## src/rtl/peripheral_uart_transmitter_wb.sv

```systemverilog
// UART serializer: pops the TX FIFO on a 16x baud tick and sends start/data/parity/stop bits.
// Optional PERIPHERAL_UART_TX_BREAK_EN forces the line low while lcr[6] (break) is set.
module peripheral_uart_transmitter_wb #(
    parameter int FIFO_WIDTH     = 8,
    parameter int FIFO_COUNTER_W = 5
) (
    input  logic                      clk,
    input  logic                      wb_rst_i,
    input  logic [7:0]                lcr,
    input  logic                      enable,
    input  logic [FIFO_COUNTER_W-1:0] tf_count,
    input  logic [FIFO_WIDTH-1:0]     tf_data_out,
    input  logic                      tx_reset,
    output logic                      tf_pop,
    output logic                      stx_pad_o,
    output logic [2:0]                tstate
);

    typedef enum logic [2:0] {
        S_IDLE   = 3'd0,
        S_START  = 3'd2,
        S_DATA   = 3'd3,
        S_PARITY = 3'd4,
        S_STOP   = 3'd5
    } state_t;

    state_t                state, state_nxt;
    logic [3:0]            tick_cnt, tick_nxt;
    logic [FIFO_WIDTH-1:0] shift, shift_nxt;
    logic [2:0]            bit_cnt, bit_nxt;
    logic                  par_acc, par_nxt;
    logic                  stop_ext, stop_ext_nxt;
    logic                  pop_nxt;
    logic                  par_bit;
    logic                  ser;

    always_ff @(posedge clk or posedge wb_rst_i) begin
        if (wb_rst_i) begin
            state    <= S_IDLE;
            tick_cnt <= 4'd0;
            shift    <= '0;
            bit_cnt  <= 3'd0;
            par_acc  <= 1'b0;
            stop_ext <= 1'b0;
            tf_pop   <= 1'b0;
        end else begin
            state    <= state_nxt;
            tick_cnt <= tick_nxt;
            shift    <= shift_nxt;
            bit_cnt  <= bit_nxt;
            par_acc  <= par_nxt;
            stop_ext <= stop_ext_nxt;
            tf_pop   <= pop_nxt;
        end
    end

    always_comb begin
        state_nxt    = state;
        tick_nxt     = tick_cnt;
        shift_nxt    = shift;
        bit_nxt      = bit_cnt;
        par_nxt      = par_acc;
        stop_ext_nxt = stop_ext;
        pop_nxt      = 1'b0;

        if (tx_reset) begin
            state_nxt    = S_IDLE;
            tick_nxt     = 4'd0;
            stop_ext_nxt = 1'b0;
        end else if (state == S_IDLE) begin
            if (enable && (tf_count != '0)) begin
                shift_nxt = tf_data_out;
                pop_nxt   = 1'b1;
                par_nxt   = 1'b0;
                tick_nxt  = 4'd15;
                state_nxt = S_START;
            end
        end else if (enable) begin
            tick_nxt = tick_cnt - 4'd1;
            if (tick_cnt == 4'd0) begin
                tick_nxt = 4'd15;
                case (state)
                    S_START: begin
                        bit_nxt   = 3'd4 + {1'b0, lcr[1:0]};
                        state_nxt = S_DATA;
                    end
                    S_DATA: begin
                        // parity accumulates only the bits actually sent
                        par_nxt   = par_acc ^ shift[0];
                        shift_nxt = shift >> 1;
                        if (bit_cnt == 3'd0) begin
                            stop_ext_nxt = 1'b0;
                            state_nxt    = lcr[3] ? S_PARITY : S_STOP;
                        end else begin
                            bit_nxt = bit_cnt - 3'd1;
                        end
                    end
                    S_PARITY: begin
                        stop_ext_nxt = 1'b0;
                        state_nxt    = S_STOP;
                    end
                    S_STOP: begin
                        // second stop segment: 8 ticks for 5-bit words, else 16
                        if (!stop_ext && lcr[2]) begin
                            stop_ext_nxt = 1'b1;
                            tick_nxt     = (lcr[1:0] == 2'd0) ? 4'd7 : 4'd15;
                        end else begin
                            stop_ext_nxt = 1'b0;
                            state_nxt    = S_IDLE;
                        end
                    end
                    default: state_nxt = S_IDLE;
                endcase
            end
        end
    end

    assign par_bit = lcr[5] ? ~lcr[4] : (lcr[4] ? par_acc : ~par_acc);

    always_comb begin
        ser = 1'b1;
        case (state)
            S_START:  ser = 1'b0;
            S_DATA:   ser = shift[0];
            S_PARITY: ser = par_bit;
            default:  ser = 1'b1;
        endcase
    end

    logic unused_lcr;
`ifdef PERIPHERAL_UART_TX_BREAK_EN
    assign stx_pad_o  = ser & ~lcr[6];
    assign unused_lcr = lcr[7];
`else
    assign stx_pad_o  = ser;
    assign unused_lcr = ^lcr[7:6];
`endif

    assign tstate = state;

endmodule

```

## config.mk

```make
export PLATFORM = sky130hd
export DESIGN_NAME = peripheral_uart_transmitter_wb
export DESIGN_NICKNAME = d
export VERILOG_FILES = /design/src/rtl/peripheral_uart_transmitter_wb.sv
export SDC_FILE = /design/constraint.sdc
export NUM_CORES = 1
export LEC_CHECK = 0
export CAP_MARGIN = 20
export CORE_MARGIN = 1
export CORE_UTILIZATION = 40
export CTS_CLUSTER_DIAMETER = 50
export DETAILED_ROUTE_END_ITERATION = 7
export HOLD_SLACK_MARGIN = 0.1
export PLACE_DENSITY_LB_ADDON = 0.05
export SLEW_MARGIN = 20
export SYNTH_ARGS = -nofsm -noshare
export SYNTH_HDL_FRONTEND = slang
export SYNTH_SLANG_ARGS = --single-unit
```

## constraint.sdc

```tcl
create_clock -name clk -period 2.8 [get_ports clk]
set_clock_uncertainty 0.1 [all_clocks]
set_input_delay 0.7 -clock clk [delete_from_list [all_inputs] [get_ports clk]]
set_output_delay 0.7 -clock clk [all_outputs]
set_load 0.05 [all_outputs]
```

=== Yosys cells after proc, flatten, opt, wreduce, memory -nomap -nowiden ===
Cells that the tools add are included.

* Logic and storage cells: 90
* Bits in registers: 21
* Input bits: 25
* Output and inout bits: 5

* Reduce and logical (&&, ||, !) cells: 22
* Mux-type cells: 42
* Eq/ne operators: 11
* $add $sub $neg: 3
* Bitwise operators: 5

{| class="wikitable"
|+ Operators by type and width
! cell !! count
|-
| 8-bit 2-to-1 mux || 5
|-
| 4-bit 2-to-1 mux || 8
|-
| 3-bit 2-to-1 mux || 8
|-
| 1-bit 2-to-1 mux || 17
|-
| 5-bit AND reduction || 3
|-
| 3-bit case mux with 4 select lines || 1
|-
| 2-bit nonzero test || 6
|-
| 4-bit inequality test, second input constant || 2
|-
| 3-bit by 2-bit == test with 1-bit output, second input constant || 2
|-
| 3-bit == test, second input constant || 2
|-
| 3-bit logical NOT || 2
|-
| 1-bit case mux with 3 select lines || 2
|-
| 3-bit case mux with 2 select lines || 1
|-
| 6-bit AND reduction || 1
|-
| 3-bit nonzero test || 2
|-
| 5-bit nonzero test || 1
|-
| 4-bit logical NOT || 1
|-
| 2-bit inequality test, second input constant || 2
|-
| 1-bit NOT || 4
|-
| 4-bit nonzero test || 1
|-
| 4-bit by 1-bit subtractor with 4-bit output, second input constant || 1
|-
| 3-bit by 2-bit adder with 3-bit output, first input constant || 1
|-
| 3-bit by 2-bit inequality test with 1-bit output, second input constant || 1
|-
| 3-bit inequality test, second input constant || 1
|-
| 7 further kinds || 8
|}

=== Depth between registers and ports, before layout ===
Gate-level depths: netlist (run 1).

* Depth in word-level cells: 8
* Mapped depth: 8
* Mapped depth without buffers: 7

=== Least setup slack after synthesis (run 1) ===
Ideal clock, no wire load.

* Path kind: register to output
* Start: reg state[2], in the netlist tstate[2]
* End: out stx_pad_o
* Cell stages (with the launch flop): 5
* Data required time: 2.000 ns
* Slack: 0.197 ns
* Buffers on the path: 1
* Arrival time: 1.803 ns
* Path through: dfrtp_1 buf_2 nand2b_1 a21oi_1 nor2_1

* Longest elaborated chain between the ends: 2
* Elaborated cells on any way between the ends: 4

{| class="wikitable"
|+ Ends and longest elaborated chain
! what !! line !! text
|-
| start, declared || 27 || <nowiki>state_t state, state_nxt;</nowiki>
|-
| start signal, assigned || 47 || <nowiki>state <= state_nxt;</nowiki>
|-
| 3-bit == test or 3-bit by 2-bit == test with 1-bit output (tied branches) || 122 || <nowiki>case (state)</nowiki>
|-
| 1-bit case mux with 3 select lines (*) || 122 ||
|-
| end, declared || 15 || <nowiki>output logic stx_pad_o,</nowiki>
|}

Every way passes the cells marked *; elsewhere a longest branch is shown, timed or not.

=== Worst setup path after layout (run 1) ===
* Start: reg state[0], in the netlist tstate[0]
* End: out tstate[0]

{| class="wikitable"
|+ RTL lines
! what !! line !! text
|-
| end, declared || 16 || <nowiki>output logic [2:0] tstate</nowiki>
|}

No word-level cell between the ends.

==> metrics.md, run 1 <==
| Metric | Value |
|---|---|
| Die span in x | 58.2 µm |
| Reported leakage power | 0.000699 µW |
| Sequential area share after synthesis | 41.6% |
| Sum of routed wire length over all layers | 2850 µm |
| Cell area after technology mapping | 0.00126 mm² |
| Antenna diode count | 0 |
| Number of warnings reported in the yosys synthesis log | 0 |
| Starting density of the core | 41.7% |
| Fraction of layout instances using a drive strength above 1 | 9.88% |
| Vias in the first global route | 1126 |
| Critical path data required time | 2.00 ns |
| Total of hold buffers inserted after clock tree synthesis | 0 |
| Period utilization | 94.8% |
| CTS max path bufs | 2 |
| Grt met2 use | 34.6% |
| Nature of the critical path endpoint | output pin |
| Post-synthesis cell type count | 39 |
| Synthesized area per cell | 8.78 µm² |
| Nets | 201 |
| WHS | 0.414 ns |
| Resized Gates After CTS | 0 |
| CTS HTree Levels | 1 |
| GR Layer Usage met1 | 24.4% |
| Worst-Margin Slew | 0.490 ns |
| Number of violations of the max-capacitance limit | 0 |
| Overall Global Routing Usage | 19.6% |
| Kind of critical path | reg -> out |
| Core area | 0.00303 mm² |
| # fillers | 304 |
| Cells along the critical path | clkdlybuf4s50_1 |
| Number of enable-type register cells in the synthesized netlist | 0 |
| Share of synthesized flip-flops with an asynchronous set or reset | 100% |
| First-pass iteration count of the detailed router | 4 |
| RePlAce Congestion | 0.755 |
| Path depth of the worst reg2reg path | 7 |
| I/O pins | 30 |
| Number of synthesized register bits | 21 |
| Tot Pwr | 792 µW |
| Post-synthesis cell count | 144 |
| Launching element type of the critical path | register |
| Number of nets with antenna violations after routing | 0 |
| Final design utilization | 53.3% |
| Critical path peak fanout | 13 |
| Cell depth of the worst setup path | 1 |
| Number of design rule violations left after detail routing | 0 |
| CP max stage delay | 0.89 ns |
| Port bufs | 27 |
| Sinks on Clock Net | 21 |
| CTS tree | done |
| Routing usage on met3 | 2.01% |
| Maximum number of pins on one net before global-route repair | 22 |
| Clk Latency, worst-skew pair | 0.32 ns |
| Path type of the worst min-delay path | reg -> reg |
| Initial detailed-routing violation count | 43 |
| CTS Buf Count | 3 |
| Final hold vios | 0 |
| Number of buffer and inverter instances along the worst setup path | 1 |
| Leading area contributor after synthesis | sky130_fd_sc_hd__dfrtp_1 |
| Ratio of routed vias to standard cells | 5.11 |
| Total gr overflow | 0 |
| Top flip-flop cell by instance count after synthesis | sky130_fd_sc_hd__dfrtp_1 |
| Worst vdd rail ir drop | 0.000206 V |
| Routed length per placed instance | 13.2 µm |
| Gr busiest metal | met2 |
| Minimum clock period | 2.65 ns |
| Worst Hold Depth | 1 |
| Family of cells with the greatest summed delay on the critical path | buffers and inverters |
| Synthesized netlist net count | 172 |
| Post-route setup TNS | 0 ns |
| Post-CTS setup buffers | 0 |
| Fmax | 377 MHz |
| Chip height | 58.2 µm |
| Most area-consuming cells after synthesis | sky130_fd_sc_hd__dfrtp_1 42%, sky130_fd_sc_hd__nor2_1 6.2%, sky130_fd_sc_hd__nand2_1 5.9%, sky130_fd_sc_hd__a31oi_1 3.5%, sky130_fd_sc_hd__ha_1 3.0% |
| Run status | finished, final reports clean |
| Worst-path clk slew | 0.13 ns |
| Slowest-stage cell, CP | sky130_fd_sc_hd__clkdlybuf4s50_1 |
| First-pass GRT wire length | 5020 µm |
| Total half-perimeter wirelength after legalization and detailed placement | 2120 µm |
| Worst max-slew margin expressed relative to the limit | 67.2% |
| Unrepaired setup endpoints after global routing | false |
| Floorplan row count | 20 |
| Synth top area share | 41.6% |
| Power per Cell Area | 491 mW/mm² |
| Vias post-DR | 1104 |
| P&R area growth vs syn | 27.7% |
| Number of antenna violations at the first check in global routing | 0 |
| Final Max Tran Viols | 0 |
| Worst path arrival time | 1.85 ns |
| Number of setup violations in the final report | 0 |
| Clock Root Buffer | sky130_fd_sc_hd__clkbuf_4 |
| Total Die Area | 0.00339 mm² |
-- per-stage QoR --
step,area (µm²),setup WS (ns),std cells
floorplan,1260,0.197,144
global placement,1590,0.149,212
detailed placement,1590,0.142,212
CTS,1610,0.136,216
global route,1610,0.0669,216
finish,1610,0.145,216
-- synthesized netlist by cell type, drive strengths merged, types with 2 or more instances --
cell type,n
nand2,20
inv,8
a21oi,7
o21ai,7
o211a,2
nor3b,2
nand2b,5
nand3,2
ha,3
buf,4
nor2b,3
clkbuf,2
nor3,4
a211oi,3
nor2,21
or3,2
a31oi,7
dfrtp,21
a311oi,3
and2,3
o21a,2
-- sequential cells by signal (all words and copies together), names as in the netlist --
| name | count |
|---|---|
| bit_cnt | 3 |
| tick_cnt | 4 |
| tf_pop | 1 |
| shift | 8 |
| par_acc | 1 |
| tstate | 3 |
| stop_ext | 1 |
-- layer usage --
metal	up-vias	share of wire, %
met5	-	0
met1	524	46
met4	0	1.7
met2	21	50
li1	554	-
met3	5	2.0
-- power by group --
group | internal, µW | leakage [µW] | switching, µW | total, µW
clock | 55.8 | 0.0000150 | 102 | 158
sequential | 355 | 0.000257 | 38.0 | 393
combinational | 117 | 0.000427 | 124 | 241
-- final cells by class --
class	instances	area, µm²	share of cell area [%]
Multi-Input combinational cell	109	674	41.8
Inverter	8	30.0	1.86
Tap cell	44	55.1	3.41
Timing Repair Buffer	30	303	18.8
Sequential cell	21	526	32.6
Clock buffer	4	26.3	1.63
-- path summary, 6_finish.rpt --
check | startpoint | endpoint | slack (ns)
max | tstate[0] | tstate[0] | 0.15
min | par_acc | par_acc | 0.41
max reg2reg | tick_cnt[0] | shift[0] | 0.68
min reg2reg | par_acc | par_acc | 0.41
max in group asynchronous | wb_rst_i | tick_cnt[2] | 1.77
min in group asynchronous | wb_rst_i | shift[6] | 0.60
-- cells in the final DEF, fill, tap and decap left out, drive strengths merged, types with 2 or more instances in the layout --
cell / Yosys / layout
clkdlybuf4s50: 0 / 26
inv: 8 / 8
nor3b: 2 / 2
ha: 3 / 3
a21oi: 7 / 7
nand2b: 5 / 5
nand3: 2 / 2
and2: 3 / 3
nand2: 20 / 20
a211oi: 3 / 3
nor2: 21 / 21
a311oi: 3 / 3
o21ai: 7 / 7
clkbuf: 2 / 4
a31oi: 7 / 7
o21a: 2 / 2
o211a: 2 / 2
nor3: 4 / 4
or3: 2 / 2
dfrtp: 21 / 21
nor2b: 3 / 3
buf: 4 / 4
-- worst reg2reg max path, cell delays in order (launching register included) --
cell                      delay, ns
sky130_fd_sc_hd__dfrtp_1       0.41
sky130_fd_sc_hd__inv_1         0.09
sky130_fd_sc_hd__ha_1          0.23
sky130_fd_sc_hd__nor3b_1       0.44
sky130_fd_sc_hd__nor2b_1       0.31
sky130_fd_sc_hd__o21a_4        0.25
sky130_fd_sc_hd__nor2_1        0.06
sky130_fd_sc_hd__a31oi_1       0.16
-- logic make-up (layout without fill, tap and decap cells) --
| family | Yosys count | in the layout | share of synthesized area [%] |
|---|---|---|---|
| compound gates | 37 | 37 | 21.4 |
| xor+xnor | 2 | 2 | 1.39 |
| fa+ha+maj | 3 | 3 | 2.97 |
| buf+inv | 14 | 42 | 5.05 |
| flops | 21 | 21 | 41.6 |
| mux | 1 | 1 | 0.792 |
| simple gates | 66 | 66 | 26.8 |
(Power assumes the default switching activity.)
==> inputs of run 2 (changes only) <==
Settings changed: HOLD_SLACK_MARGIN 0.1 to 0.03.
==> results of run 2 <==
Same layout as run 1: the final DEF is identical, and so are final timing and power.
==> inputs of run 3 (changes only) <==
==> constraint.sdc (replaced) <==
create_clock -name clk -period 2.8 [get_ports clk]
set_clock_uncertainty 0.1 [all_clocks]
set_input_delay 0.7 -clock clk [delete_from_list [all_inputs] [get_ports clk]]
set_output_delay 0.7 -clock clk [all_outputs]
set_load 0.005 [all_outputs]
==> run 3 against run 2 <==
Compared with the run above: maximum frequency shrank 1.0%; core utilization shrank 0.37 points; non-clock buffer count is the same; wire length shrank 2.8%; global-route usage shrank 1.5 points; clock power shrank 6%; sequential cell count is the same.
==> metrics.md, run 3 (synthesized netlist as in run 1, its figures left out) <==
| Metric | Value |
|---|---|
| Run status | finished, final reports clean |
| Instance area after placement | 0.00158 mm² (-0.63%) |
| Unrepaired setup endpoints after global routing | false |
| Final design utilization | 52.9% (-0.37 points) |
| Total gr overflow | 0 (unchanged) |
| Number of antenna violations at the first check in global routing | 0 (unchanged) |
| Slowest-stage cell, CP | sky130_fd_sc_hd__clkdlybuf4s50_1 |
| I/O pins | 30 (unchanged) |
| Total half-perimeter wirelength after legalization and detailed placement | 2060 µm (-3.2%) |
| Chip height | 58.2 µm (unchanged) |
| Overall Global Routing Usage | 18.1% (-1.5 points) |
| Placed cells | 212 (unchanged) |
| Clk Latency, worst-skew pair | 0.30 ns (-0.02 ns) |
| Commonest cells after routing, fill and taps aside | 26 x sky130_fd_sc_hd__clkdlybuf4s50_1, 21 x sky130_fd_sc_hd__nor2_1, 21 x sky130_fd_sc_hd__dfrtp_1 |
| Vias in the first global route | 1064 (-5.5%) |
| Ratio of routed vias to standard cells | 5.21 (+1.9%) |
| CTS tree | done |
| Gr busiest metal | met2 |
| Number of buffer and inverter instances along the worst setup path | 2 (+1) |
| Commonest non-fill, non-tap cell in the layout | sky130_fd_sc_hd__clkdlybuf4s50_1 |
| Launching element type of the critical path | primary input |
| Cells along the critical path | clkdlybuf4s50_1 > nand2b_1 > xnor2_1 > nand2_1 > a21oi_1 > nor2_1 > dlygate4sd2_1 |
| CTS Buf Count | 3 (unchanged) |
| Core area | 0.00303 mm² (unchanged) |
| Starting density of the core | 41.7% (unchanged) |
| Critical path peak fanout | 1 (-12) |
| Clock Root Buffer | sky130_fd_sc_hd__clkbuf_4 |
| Post-layout instance count excluding filler cells | 216 (unchanged) |
| Floorplan row count | 20 (unchanged) |
| Path type of the worst min-delay path | reg -> reg |
| Number of violations of the max-capacitance limit | 0 (unchanged) |
| P&R area growth vs syn | 26.8% |
| Fmax | 373 MHz (-1.0%) |
| Routing usage on met3 | 2.23% (+0.22 points) |
| Reg with most FFs | shift |
| Number of nets with antenna violations after routing | 0 (unchanged) |
| Reported leakage power | 0.000693 µW (-0.78%) |
| Minimum clock period | 2.68 ns (+0.0269 ns) |
| Vias post-DR | 1125 (+1.9%) |
| First-pass iteration count of the detailed router | 4 (unchanged) |
| Port bufs | 27 (unchanged) |
| Sinks on Clock Net | 21 (unchanged) |
| CTS max path bufs | 2 (unchanged) |
| Worst vdd rail ir drop | 0.000273 V (+32%) |
| Die span in x | 58.2 µm (unchanged) |
| GR Layer Usage met1 | 21.4% (-2.9 points) |
| Final hold vios | 0 (unchanged) |
| CTS HTree Levels | 1 (unchanged) |
| Worst-path clk slew | 0.12 ns (about the same) |
| Post-CTS setup buffers | 0 (unchanged) |
| Sum of routed wire length over all layers | 2770 µm (-2.8%) |
| Total of hold buffers inserted after clock tree synthesis | 0 (unchanged) |
| Number of design rule violations left after detail routing | 0 (unchanged) |
| Routed length per placed instance | 12.8 µm (-2.8%) |
| Nature of the critical path endpoint | output pin |
| # fillers | 294 (-3.3%) |
| Pre-CTS WS | -0.107 ns (-0.249 ns) |
| Fraction of layout instances using a drive strength above 1 | 9.30% (-0.58 points) |
| Max reg flops | 8 (unchanged) |
| Period utilization | 95.8% (+0.96 points) |
| Flop2flop setup slack | 0.71 ns (+0.03 ns) |
| Number of setup violations in the final report | 0 (unchanged) |
| Initial detailed-routing violation count | 83 (+93%) |
| Grt met2 use | 32.7% (-2.0 points) |
| WHS | 0.438 ns (+0.0237 ns) |
| Final non-filler cell area | 0.00160 mm² (-0.70%) |
| Final Max Tran Viols | 0 (unchanged) |
| Family of cells with the greatest summed delay on the critical path | buffers and inverters |
| Worst Slack Setup Final | 0.119 ns (-0.0269 ns) |
| Kind of critical path | in -> out |
| First-pass GRT wire length | 4720 µm (-5.9%) |
| Worst max-slew margin expressed relative to the limit | 70.0% (+2.8 points) |
| Worst path arrival time | 1.88 ns (+0.03 ns) |
| Maximum number of pins on one net before global-route repair | 22 (unchanged) |
| Power per Cell Area | 469 mW/mm² (-4.5%) |
| Worst-Margin Slew | 0.450 ns (-0.0401 ns) |
| Critical path data required time | 2.00 ns (about the same) |
| Nets | 201 (unchanged) |
| Antenna diode count | 0 (unchanged) |
| RePlAce Congestion | 0.786 (+4.1%) |
| CP max stage delay | 0.39 ns (-0.50 ns) |
| Total Die Area | 0.00339 mm² (unchanged) |
| Top flop regs | shift: 8 flops, tick_cnt: 4 flops |
==> run 3: changes by cell type in the layout (fill, tap and decap cells not counted), sizes merged <==
cell         before  now
buf               4    3
dlygate4sd2       0    1
==> run 3: area by class of cell <==
class	count	area, µm²	share of cell area [%]
Sequential cell	21	526	32.8
Inverter	8	30.0	1.87
Multi-Input combinational cell	109	674	42.1
Timing Repair Buffer	30	292	18.2
Tap cell	44	55.1	3.43
Clock buffer	4	26.3	1.64
==> run 3: path summary, 6_finish.rpt <==
kind                             startpoint          end  depth (start not counted)
worst max-delay path                 lcr[5]    stx_pad_o                          7
worst min-delay path                par_acc      par_acc                          1
worst max register to register  tick_cnt[0]     shift[5]                          7
worst min register to register      par_acc      par_acc                          1
max in group asynchronous          wb_rst_i  tick_cnt[0]                          3
min in group asynchronous          wb_rst_i     shift[5]                          3
==> run 3: power breakdown <==
group / switching (µW) / internal, µW
Clock: 93.5 / 55.5
Combinational: 101 / 109
Sequential: 37.7 / 355
Total: 232 / 519
==> run 3: repair_timing <==
item / 4_1_cts / 5_1_grt
gates resized for setup: 1 / 0
hold endpoints to repair: 0 / 0
setup endpoints to repair: 1 / 0
==> run 3: per-stage QoR <==
stage               power [µW]  setup TNS (ns)
floorplan                  533               0
global placement           607         -0.0928
detailed placement         613          -0.107
CTS                        762               0
global route               802               0
finish                     751               0
==> run 3: layer usage <==
metal / wire [µm] / part of all wire [%]
met5: 0 / 0
met4: 40 / 1.4
met3: 82 / 3.0
met2: 1410 / 51
met1: 1240 / 45
==> run 3: worst register-to-register path: cells and delay by family (launching register included) <==
family / cells / cell delay, ns
adders and majority gates: 1 / 0.22
buffers and inverters: 1 / 0.09
and+or+nand+nor: 3 / 0.79
DFF: 1 / 0.42
AOI/OAI and AO/OA: 2 / 0.41
